**config.mk**
```make
export PLATFORM = sky130hd
export DESIGN_NAME = block_window_loader_flat
export DESIGN_NICKNAME = d
export VERILOG_FILES = /design/src/rtl/block_window_loader_if.sv /design/src/rtl/block_window_loader.sv /design/src/flat_wrapper.sv
export SDC_FILE = /design/constraint.sdc
export NUM_CORES = 1
export LEC_CHECK = 0
export BUFFER_PORTS_ARGS = -buffer_cell sky130_fd_sc_hd__buf_2
export CORE_ASPECT_RATIO = 0.6
export CORE_MARGIN = 2
export CORE_UTILIZATION = 40
export DETAILED_ROUTE_END_ITERATION = 16
export GPL_TIMING_DRIVEN = 0
export PLACE_DENSITY_LB_ADDON = 0.2
export SLEW_MARGIN = 10
export SYNTH_ARGS = -nofsm -noshare
export SYNTH_HDL_FRONTEND = slang
export SYNTH_SLANG_ARGS = --single-unit
```
**constraint.sdc**
```tcl
create_clock -name clk_in -period 14.8 [get_ports clk_in]
set_input_delay 4.44 -clock clk_in [delete_from_list [all_inputs] [get_ports clk_in]]
set_output_delay 4.44 -clock clk_in [all_outputs]
set_load 0.02 [all_outputs]
```
**src/rtl/block_window_loader_if.sv**
```systemverilog
// block_window_loader_if
//   Request, BRAM-read and row-buffer signals of one search-window loader.
//   master : the loader (drives ready/read strobe/address/buffers/valid)
//   slave  : the requester / frame memory / SSD consumer side
//   Ports (names as seen by the loader):
//     start_in, word_col_in, row_in  - load request
//     ready_out                      - loader idle
//     rd_en_out, rd_addr_out         - BRAM read strobe and word address
//     rd_data_in                     - BRAM word, RD_LAT cycles after rd_en_out
//     back_buffer_out, front_buffer_out - 6 x 48-bit row words (col, col+1)
//     block_idx_out, block_y_out     - pixel x of back word, top row
//     valid_out                      - one-cycle "buffers complete" pulse
interface block_window_loader_if #(
  parameter int IMG_WIDTH  = 240,
  parameter int IMG_HEIGHT = 320
);
  localparam int WPR    = IMG_WIDTH / 6;
  localparam int COL_W  = $clog2(WPR) + 1;
  localparam int ROW_W  = $clog2(IMG_HEIGHT) + 1;
  localparam int ADDR_W = $clog2(WPR * IMG_HEIGHT);
  localparam int IDX_W  = $clog2(240) + 1;
  localparam int BY_W   = $clog2(320) + 1;

  logic                   start_in;
  logic [COL_W-1:0]       word_col_in;
  logic [ROW_W-1:0]       row_in;
  logic                   ready_out;
  logic                   rd_en_out;
  logic [ADDR_W-1:0]      rd_addr_out;
  logic [47:0]            rd_data_in;
  logic [5:0][47:0]       back_buffer_out;
  logic [5:0][47:0]       front_buffer_out;
  logic [IDX_W-1:0]       block_idx_out;
  logic [BY_W-1:0]        block_y_out;
  logic                   valid_out;

  modport master (
    input  start_in, word_col_in, row_in, rd_data_in,
    output ready_out, rd_en_out, rd_addr_out, back_buffer_out,
           front_buffer_out, block_idx_out, block_y_out, valid_out
  );

  modport slave (
    output start_in, word_col_in, row_in, rd_data_in,
    input  ready_out, rd_en_out, rd_addr_out, back_buffer_out,
           front_buffer_out, block_idx_out, block_y_out, valid_out
  );
endinterface

```
**src/rtl/block_window_loader.sv**
```systemverilog
// block_window_loader
//   Fetches a 6-row x 2-word (12-pixel) window from frame BRAM and packs it
//   into back (column word_col) and front (column word_col+1) row buffers.
//   Fixed latency: start sampled in cycle 0, reads in cycles 1..12,
//   valid_out in cycle 13+RD_LAT, ready again in cycle 14+RD_LAT.
//   Ports:
//     clk_in   - clock
//     rst_n_in - asynchronous active-low reset
//     bus      - block_window_loader_if.master (request, BRAM read, buffers)
//   Build option: define LOADER_ZERO_PAD_EN to load out-of-image words as
//   zero (no read issued); otherwise coordinates clamp to the image edge.
module block_window_loader #(
  parameter int IMG_WIDTH  = 240,
  parameter int IMG_HEIGHT = 320,
  parameter int RD_LAT     = 2
) (
  input  logic                          clk_in,
  input  logic                          rst_n_in,
  block_window_loader_if.master         bus
);
  localparam int WPR    = IMG_WIDTH / 6;
  localparam int COL_W  = $clog2(WPR) + 1;
  localparam int ROW_W  = $clog2(IMG_HEIGHT) + 1;
  localparam int ADDR_W = $clog2(WPR * IMG_HEIGHT);
  localparam int IDX_W  = $clog2(240) + 1;
  localparam int BY_W   = $clog2(320) + 1;

  typedef enum logic [1:0] {IDLE, ISSUE, DRAIN, DONE} state_e;

  // Travels alongside the BRAM read so the returning word knows its slot.
  typedef struct packed {
    logic [2:0] r;
    logic       front;
    logic       zero;
  } tag_t;

  state_e            state_q, state_d;
  logic [3:0]        k_q, k_d;
  logic [COL_W-1:0]  col_q, col_d;
  logic [ROW_W-1:0]  row_q, row_d;
  logic [IDX_W-1:0]  idx_q, idx_d;
  logic [BY_W-1:0]   by_q, by_d;
  logic [5:0][47:0]  back_q, front_q;

  logic [RD_LAT:1]   vld_pipe_q;
  tag_t              tag_pipe_q [RD_LAT:1];

  logic              issue;
  tag_t              slot_tag;
  logic              rd_en;
  logic [ADDR_W-1:0] rd_addr;
  logic              ready, valid;

  // Slot geometry: k>>1 is the row offset, k[0] picks the front word.
  logic [31:0]       tgt_row, tgt_col, eff_row, eff_col;
  logic              slot_oob;

  always_comb begin
    tgt_row  = 32'(row_q) + 32'(k_q[3:1]);
    tgt_col  = 32'(col_q) + 32'(k_q[0]);
    slot_oob = (tgt_row >= 32'(IMG_HEIGHT)) || (tgt_col >= 32'(WPR));
    // Clamped coordinates replicate the edge; in range they are identity.
    eff_row  = (tgt_row >= 32'(IMG_HEIGHT)) ? 32'(IMG_HEIGHT - 1) : tgt_row;
    eff_col  = (tgt_col >= 32'(WPR))        ? 32'(WPR - 1)        : tgt_col;
  end

  always_comb begin
    state_d        = state_q;
    k_d            = k_q;
    col_d          = col_q;
    row_d          = row_q;
    idx_d          = idx_q;
    by_d           = by_q;
    issue          = 1'b0;
    rd_en          = 1'b0;
    rd_addr        = '0;
    ready          = 1'b0;
    valid          = 1'b0;
    slot_tag.r     = k_q[3:1];
    slot_tag.front = k_q[0];
`ifdef LOADER_ZERO_PAD_EN
    slot_tag.zero  = slot_oob;
`else
    slot_tag.zero  = 1'b0;
`endif
    case (state_q)
      IDLE: begin
        ready = 1'b1;
        if (bus.start_in) begin
          col_d   = bus.word_col_in;
          row_d   = bus.row_in;
          idx_d   = IDX_W'(32'(bus.word_col_in) * 32'd6);
          by_d    = BY_W'(bus.row_in);
          k_d     = '0;
          state_d = ISSUE;
        end
      end
      ISSUE: begin
        issue   = 1'b1;
`ifdef LOADER_ZERO_PAD_EN
        rd_en   = ~slot_oob;
`else
        rd_en   = 1'b1;
`endif
        rd_addr = ADDR_W'(eff_row * 32'(WPR) + eff_col);
        if (k_q == 4'd11) begin
          k_d     = '0;
          state_d = DRAIN;
        end else begin
          k_d = k_q + 4'd1;
        end
      end
      // k is reused to count the RD_LAT cycles the last tag needs to land.
      DRAIN: begin
        if (k_q == 4'(RD_LAT - 1)) begin
          k_d     = '0;
          state_d = DONE;
        end else begin
          k_d = k_q + 4'd1;
        end
      end
      DONE: begin
        valid   = 1'b1;
        state_d = IDLE;
      end
      default: state_d = IDLE;
    endcase
  end

  always_ff @(posedge clk_in or negedge rst_n_in) begin
    if (!rst_n_in) begin
      state_q <= IDLE;
      k_q     <= '0;
      col_q   <= '0;
      row_q   <= '0;
      idx_q   <= '0;
      by_q    <= '0;
    end else begin
      state_q <= state_d;
      k_q     <= k_d;
      col_q   <= col_d;
      row_q   <= row_d;
      idx_q   <= idx_d;
      by_q    <= by_d;
    end
  end

  // Tag pipeline: stage RD_LAT lines up with rd_data_in.
  always_ff @(posedge clk_in or negedge rst_n_in) begin
    if (!rst_n_in) begin
      vld_pipe_q <= '0;
      for (int i = 1; i <= RD_LAT; i++) tag_pipe_q[i] <= '0;
    end else begin
      vld_pipe_q[1] <= issue;
      tag_pipe_q[1] <= slot_tag;
      for (int i = 2; i <= RD_LAT; i++) begin
        vld_pipe_q[i] <= vld_pipe_q[i-1];
        tag_pipe_q[i] <= tag_pipe_q[i-1];
      end
    end
  end

  // Buffers only change on capture, so they hold from valid_out until the
  // next load's first returning word.
  always_ff @(posedge clk_in or negedge rst_n_in) begin
    if (!rst_n_in) begin
      back_q  <= '0;
      front_q <= '0;
    end else if (vld_pipe_q[RD_LAT]) begin
      if (tag_pipe_q[RD_LAT].front)
        front_q[tag_pipe_q[RD_LAT].r] <= tag_pipe_q[RD_LAT].zero ? 48'h0 : bus.rd_data_in;
      else
        back_q[tag_pipe_q[RD_LAT].r]  <= tag_pipe_q[RD_LAT].zero ? 48'h0 : bus.rd_data_in;
    end
  end

  assign bus.ready_out        = ready;
  assign bus.rd_en_out        = rd_en;
  assign bus.rd_addr_out      = rd_addr;
  assign bus.valid_out        = valid;
  assign bus.back_buffer_out  = back_q;
  assign bus.front_buffer_out = front_q;
  assign bus.block_idx_out    = idx_q;
  assign bus.block_y_out      = by_q;
endmodule
```
**src/flat_wrapper.sv**
```systemverilog
// flat-port wrapper written by rule: the top's interface ports become plain ports
module block_window_loader_flat 
#(
  parameter int IMG_WIDTH  = 240,
  parameter int IMG_HEIGHT = 320,
  parameter int RD_LAT     = 2
)
  (clk_in, rst_n_in, bus_start_in, bus_word_col_in, bus_row_in, bus_rd_data_in, bus_ready_out, bus_rd_en_out, bus_rd_addr_out, bus_back_buffer_out, bus_front_buffer_out, bus_block_idx_out, bus_block_y_out, bus_valid_out);
  block_window_loader_if #(.IMG_WIDTH(IMG_WIDTH), .IMG_HEIGHT(IMG_HEIGHT)) bus_i ();
  input  logic clk_in;
  input  logic rst_n_in;
  input wire logic [$bits(bus_i.start_in)-1:0] bus_start_in;
  input wire logic [$bits(bus_i.word_col_in)-1:0] bus_word_col_in;
  input wire logic [$bits(bus_i.row_in)-1:0] bus_row_in;
  input wire logic [$bits(bus_i.rd_data_in)-1:0] bus_rd_data_in;
  output wire logic [$bits(bus_i.ready_out)-1:0] bus_ready_out;
  output wire logic [$bits(bus_i.rd_en_out)-1:0] bus_rd_en_out;
  output wire logic [$bits(bus_i.rd_addr_out)-1:0] bus_rd_addr_out;
  output wire logic [$bits(bus_i.back_buffer_out)-1:0] bus_back_buffer_out;
  output wire logic [$bits(bus_i.front_buffer_out)-1:0] bus_front_buffer_out;
  output wire logic [$bits(bus_i.block_idx_out)-1:0] bus_block_idx_out;
  output wire logic [$bits(bus_i.block_y_out)-1:0] bus_block_y_out;
  output wire logic [$bits(bus_i.valid_out)-1:0] bus_valid_out;
  assign bus_i.start_in = bus_start_in;
  assign bus_i.word_col_in = bus_word_col_in;
  assign bus_i.row_in = bus_row_in;
  assign bus_i.rd_data_in = bus_rd_data_in;
  assign bus_ready_out = bus_i.ready_out;
  assign bus_rd_en_out = bus_i.rd_en_out;
  assign bus_rd_addr_out = bus_i.rd_addr_out;
  assign bus_back_buffer_out = bus_i.back_buffer_out;
  assign bus_front_buffer_out = bus_i.front_buffer_out;
  assign bus_block_idx_out = bus_i.block_idx_out;
  assign bus_block_y_out = bus_i.block_y_out;
  assign bus_valid_out = bus_i.valid_out;
  block_window_loader #(.IMG_WIDTH(IMG_WIDTH), .IMG_HEIGHT(IMG_HEIGHT), .RD_LAT(RD_LAT)) u_core (.clk_in(clk_in), .rst_n_in(rst_n_in), .bus(bus_i));
endmodule
```
==> impl_results.md <==
- Synth top area cells: dfrtp_1 (63%), mux2_2 (27%), ha_1 (1.8%)
- Via count: 15879
- Leak pwr: 15.8 nW
- Switching part of the total: 36.2%
- Top_reg_cell synth: dfrtp_1
- Crit path launch type: flop
- Largest net degree at the start of global routing: 117
- Critical path buffer and inverter count: 4
- Pwr dens: 190 mW/mm^2
- First-pass GRT wire length: 106 mm
- Area Growth Syn to Fin: 27.0%
- Post-layout util: 51.2%
- Maximum clock path buffer count: 3
- Max-Cap Viols: 0
- Mux contribution to synthesized area: 27.2%
- Total power: 5.90 mW
- Post-Synth Simple-Gate Area: 2.82%
- YS warnings: 0
- Family with the most delay on the worst path: adder cells
- Die Width: 324 um
- Sequential fraction of the synthesis area: 62.9%
- #FFs+latches synth: 616
- Netlist cell types: 59
- CP Cell Sequence: ha_1, inv_1, fa_1, nand2b_1, a21oi_2, a31oi_1, a311oi_2, nand2_1, ha_1, ha_1, inv_1, fa_1, inv_1, ha_1, o21a_1, o31a_1, o21bai_1, or2_1, or4b_1, o2111ai_1, buf_2
- Outcome: finished, final reports clean
- Gate power share: 35.9%
- Post-CTS sizing: 0
- Worst EP arrival: 5.96 ns
- Area fraction in compound gates after synthesis: 1.97%
- Total grt overflow: 0
- Post-route setup TNS: 0 ns
- RSZ-0062 raised after global routing: false
- Worst Skew: 0.0160 ns
- Gr usage total: 22.5%
- Final setup vio count: 0
- IO Port Bufs: 678
- Net load switching power: 2.14 mW
- Drt drc: 0
- Xor and xnor area share after synthesis: 0.638%
- Nets: 2462
- Largest family of logic cells by synthesized area: multiplexers
- Commonest non-fill, non-tap cell in the layout: buf_2
- Most frequent cells in the layout: buf_2 (711), dfrtp_1 (616), mux2_2 (580), clkbuf_1 (77), clkbuf_16 (58)
- Clk root buf: clkbuf_16
- DR WL/cell: 22.3 um
- Endpoints failing hold: 0
- Post-route ant nets: 0
- Fmax: 0.0962 GHz
- Layout cells sized above 1: 58.6%
- Top-area cell type share of the netlist area: 62.9%
- Postcts setup bufs: 0
- Clock Latency Late Sink: 0.61 ns
- Tcrit/Tclk final: 70.2%
- Starting Density: 40.3%
- Final setup margin: 4.40 ns
- Crit Path Category: flop to output pin
- Cts hold-fix bufs: 0
- DP HPWL: 53.9 mm
- WHS: 0.350 ns
- Clock sink count: 616
- Total die area: 0.0633 sq mm
- Largest stage delay, worst path: 0.56 ns
- IO Pins: 680
- Fin cells: 3224
- GP Congestion: 0.834
- Rel. slew slack: 40.3%
- CTS tree: done
- H-tree depth: 2
- Tightest Pin Transition: 0.896 ns
- Via/cell ratio: 4.93
- Final min period: 10.40 ns
- Cells after Synth: 1607
- Max Slew Vio Count: 0
- Row count: 70
- Total CTS buffers: 57
- Post-synth EDFFs: 0
- Vias in the first global route: 16302
- Drt first pass iters: 7
- Synthesized area per cell: 15.3 sq um
- DR iter-0 viols: 741
- Placed insts: 3123
- Core ar.: 0.0608 sq mm
- Antenna violations before repair: 3
- Most frequent CP cell: ha_1
- Cell internal pwr: 3.76 mW
- Worst vdd ir: 124 uV
- Slowest cell on crit path: a311oi_2
- Fin area: 0.0311 sq mm
- Synth Area in Adders: 2.16%
- Crit. End Element: output pin
- Worst-path clk slew: 0.06 ns
- Crit path max fanout: 8
- Die Height: 196 um
- Final WL: 72.0 mm
- Post-placement cell area: 0.0291 sq mm
- Critical path data required time: 10.36 ns
- Flop pwr share: 37.5%
- Post-synth ARST share: 100%
- Worst Hold Class: flop to flop
- Post-synth top area cell: dfrtp_1
- Clock power share: 26.7%
- Pre-CTS WS: 5.05 ns
- Mapped cell area: 0.0245 sq mm
## cell families after synthesis
group | count (synthesis)
mux | 591
buf+inv | 139
xor+xnor | 17
fa+ha+maj | 40
simple gates | 135
compound gates | 68
other cells | 1
flops | 616
## cells in the mapped netlist, drive strengths merged, types with 9 or more instances
library cell  number
nor2              36
nand2             29
nor2b             11
ha                36
xor2              11
nand2b            11
a21oi              9
clkbuf            69
o21ai             20
nand3             11
dfrtp            616
buf               47
inv               23
mux2             591
## power by group through the flow
stage	clock network (mW)	registers, mW	logic, mW
final	1.57	2.21	2.12
after floorplan	0	2.61	0.976
after CTS	1.61	2.21	2.13
after global routing	1.68	2.25	2.28
after global placement	0	2.22	2.09
after detailed placement	0	2.24	2.13
## cell type report
type                       instances  area (sq um)
fill                            5369         29700
sequential                       616         15400
multi-input combinational        856          8540
timing repair buffer             684          3570
clock buffer                      76          1620
tap                              828          1040
buffer                           116           485
clock inverter                    23           374
inverter                          23          86.3
antenna                            2          5.00
## final timing paths
kind,from,endpoint,slack [ns],cells after the start
max in group asynchronous,rst_n_in,u_core.bus.front_buffer_out[275],9.09,4
setup reg to reg,u_core.tag_pipe_q[8],u_core.bus.front_buffer_out[278],12.34,6
hold / removal,u_core.tag_pipe_q[3],u_core.tag_pipe_q[8],0.35,0
setup / recovery,u_core.k_q[1],bus_rd_addr_out[13],4.40,21
hold reg to reg,u_core.tag_pipe_q[3],u_core.tag_pipe_q[8],0.35,0
min in group asynchronous,rst_n_in,u_core.bus.front_buffer_out[15],3.76,1
## layer usage
| layer | up-vias | part of all wire [%] | global-route usage (%) |
|---|---|---|---|
| met1 | 8238 | 43 | 30.1 |
| li1 | 7129 | - | - |
| met2 | 397 | 48 | 36.4 |
| met3 | 115 | 5.3 | 4.92 |
| met5 | - | 0 | 0 |
| met4 | 0 | 3.6 | 8.08 |
## state kept, by name, indices dropped and copies added, names as in the netlist
| signal | count |
|---|---|
| u_core.bus.back_buffer_out | 288 |
| u_core.bus.block_idx_out | 7 |
| u_core.bus.front_buffer_out | 288 |
| u_core.col_q | 7 |
| u_core.k_q | 4 |
| u_core.row_q | 10 |
| u_core.state_q | 2 |
| u_core.tag_pipe_q | 8 |
| u_core.vld_pipe_q | 2 |
(Power assumes the default switching activity.)
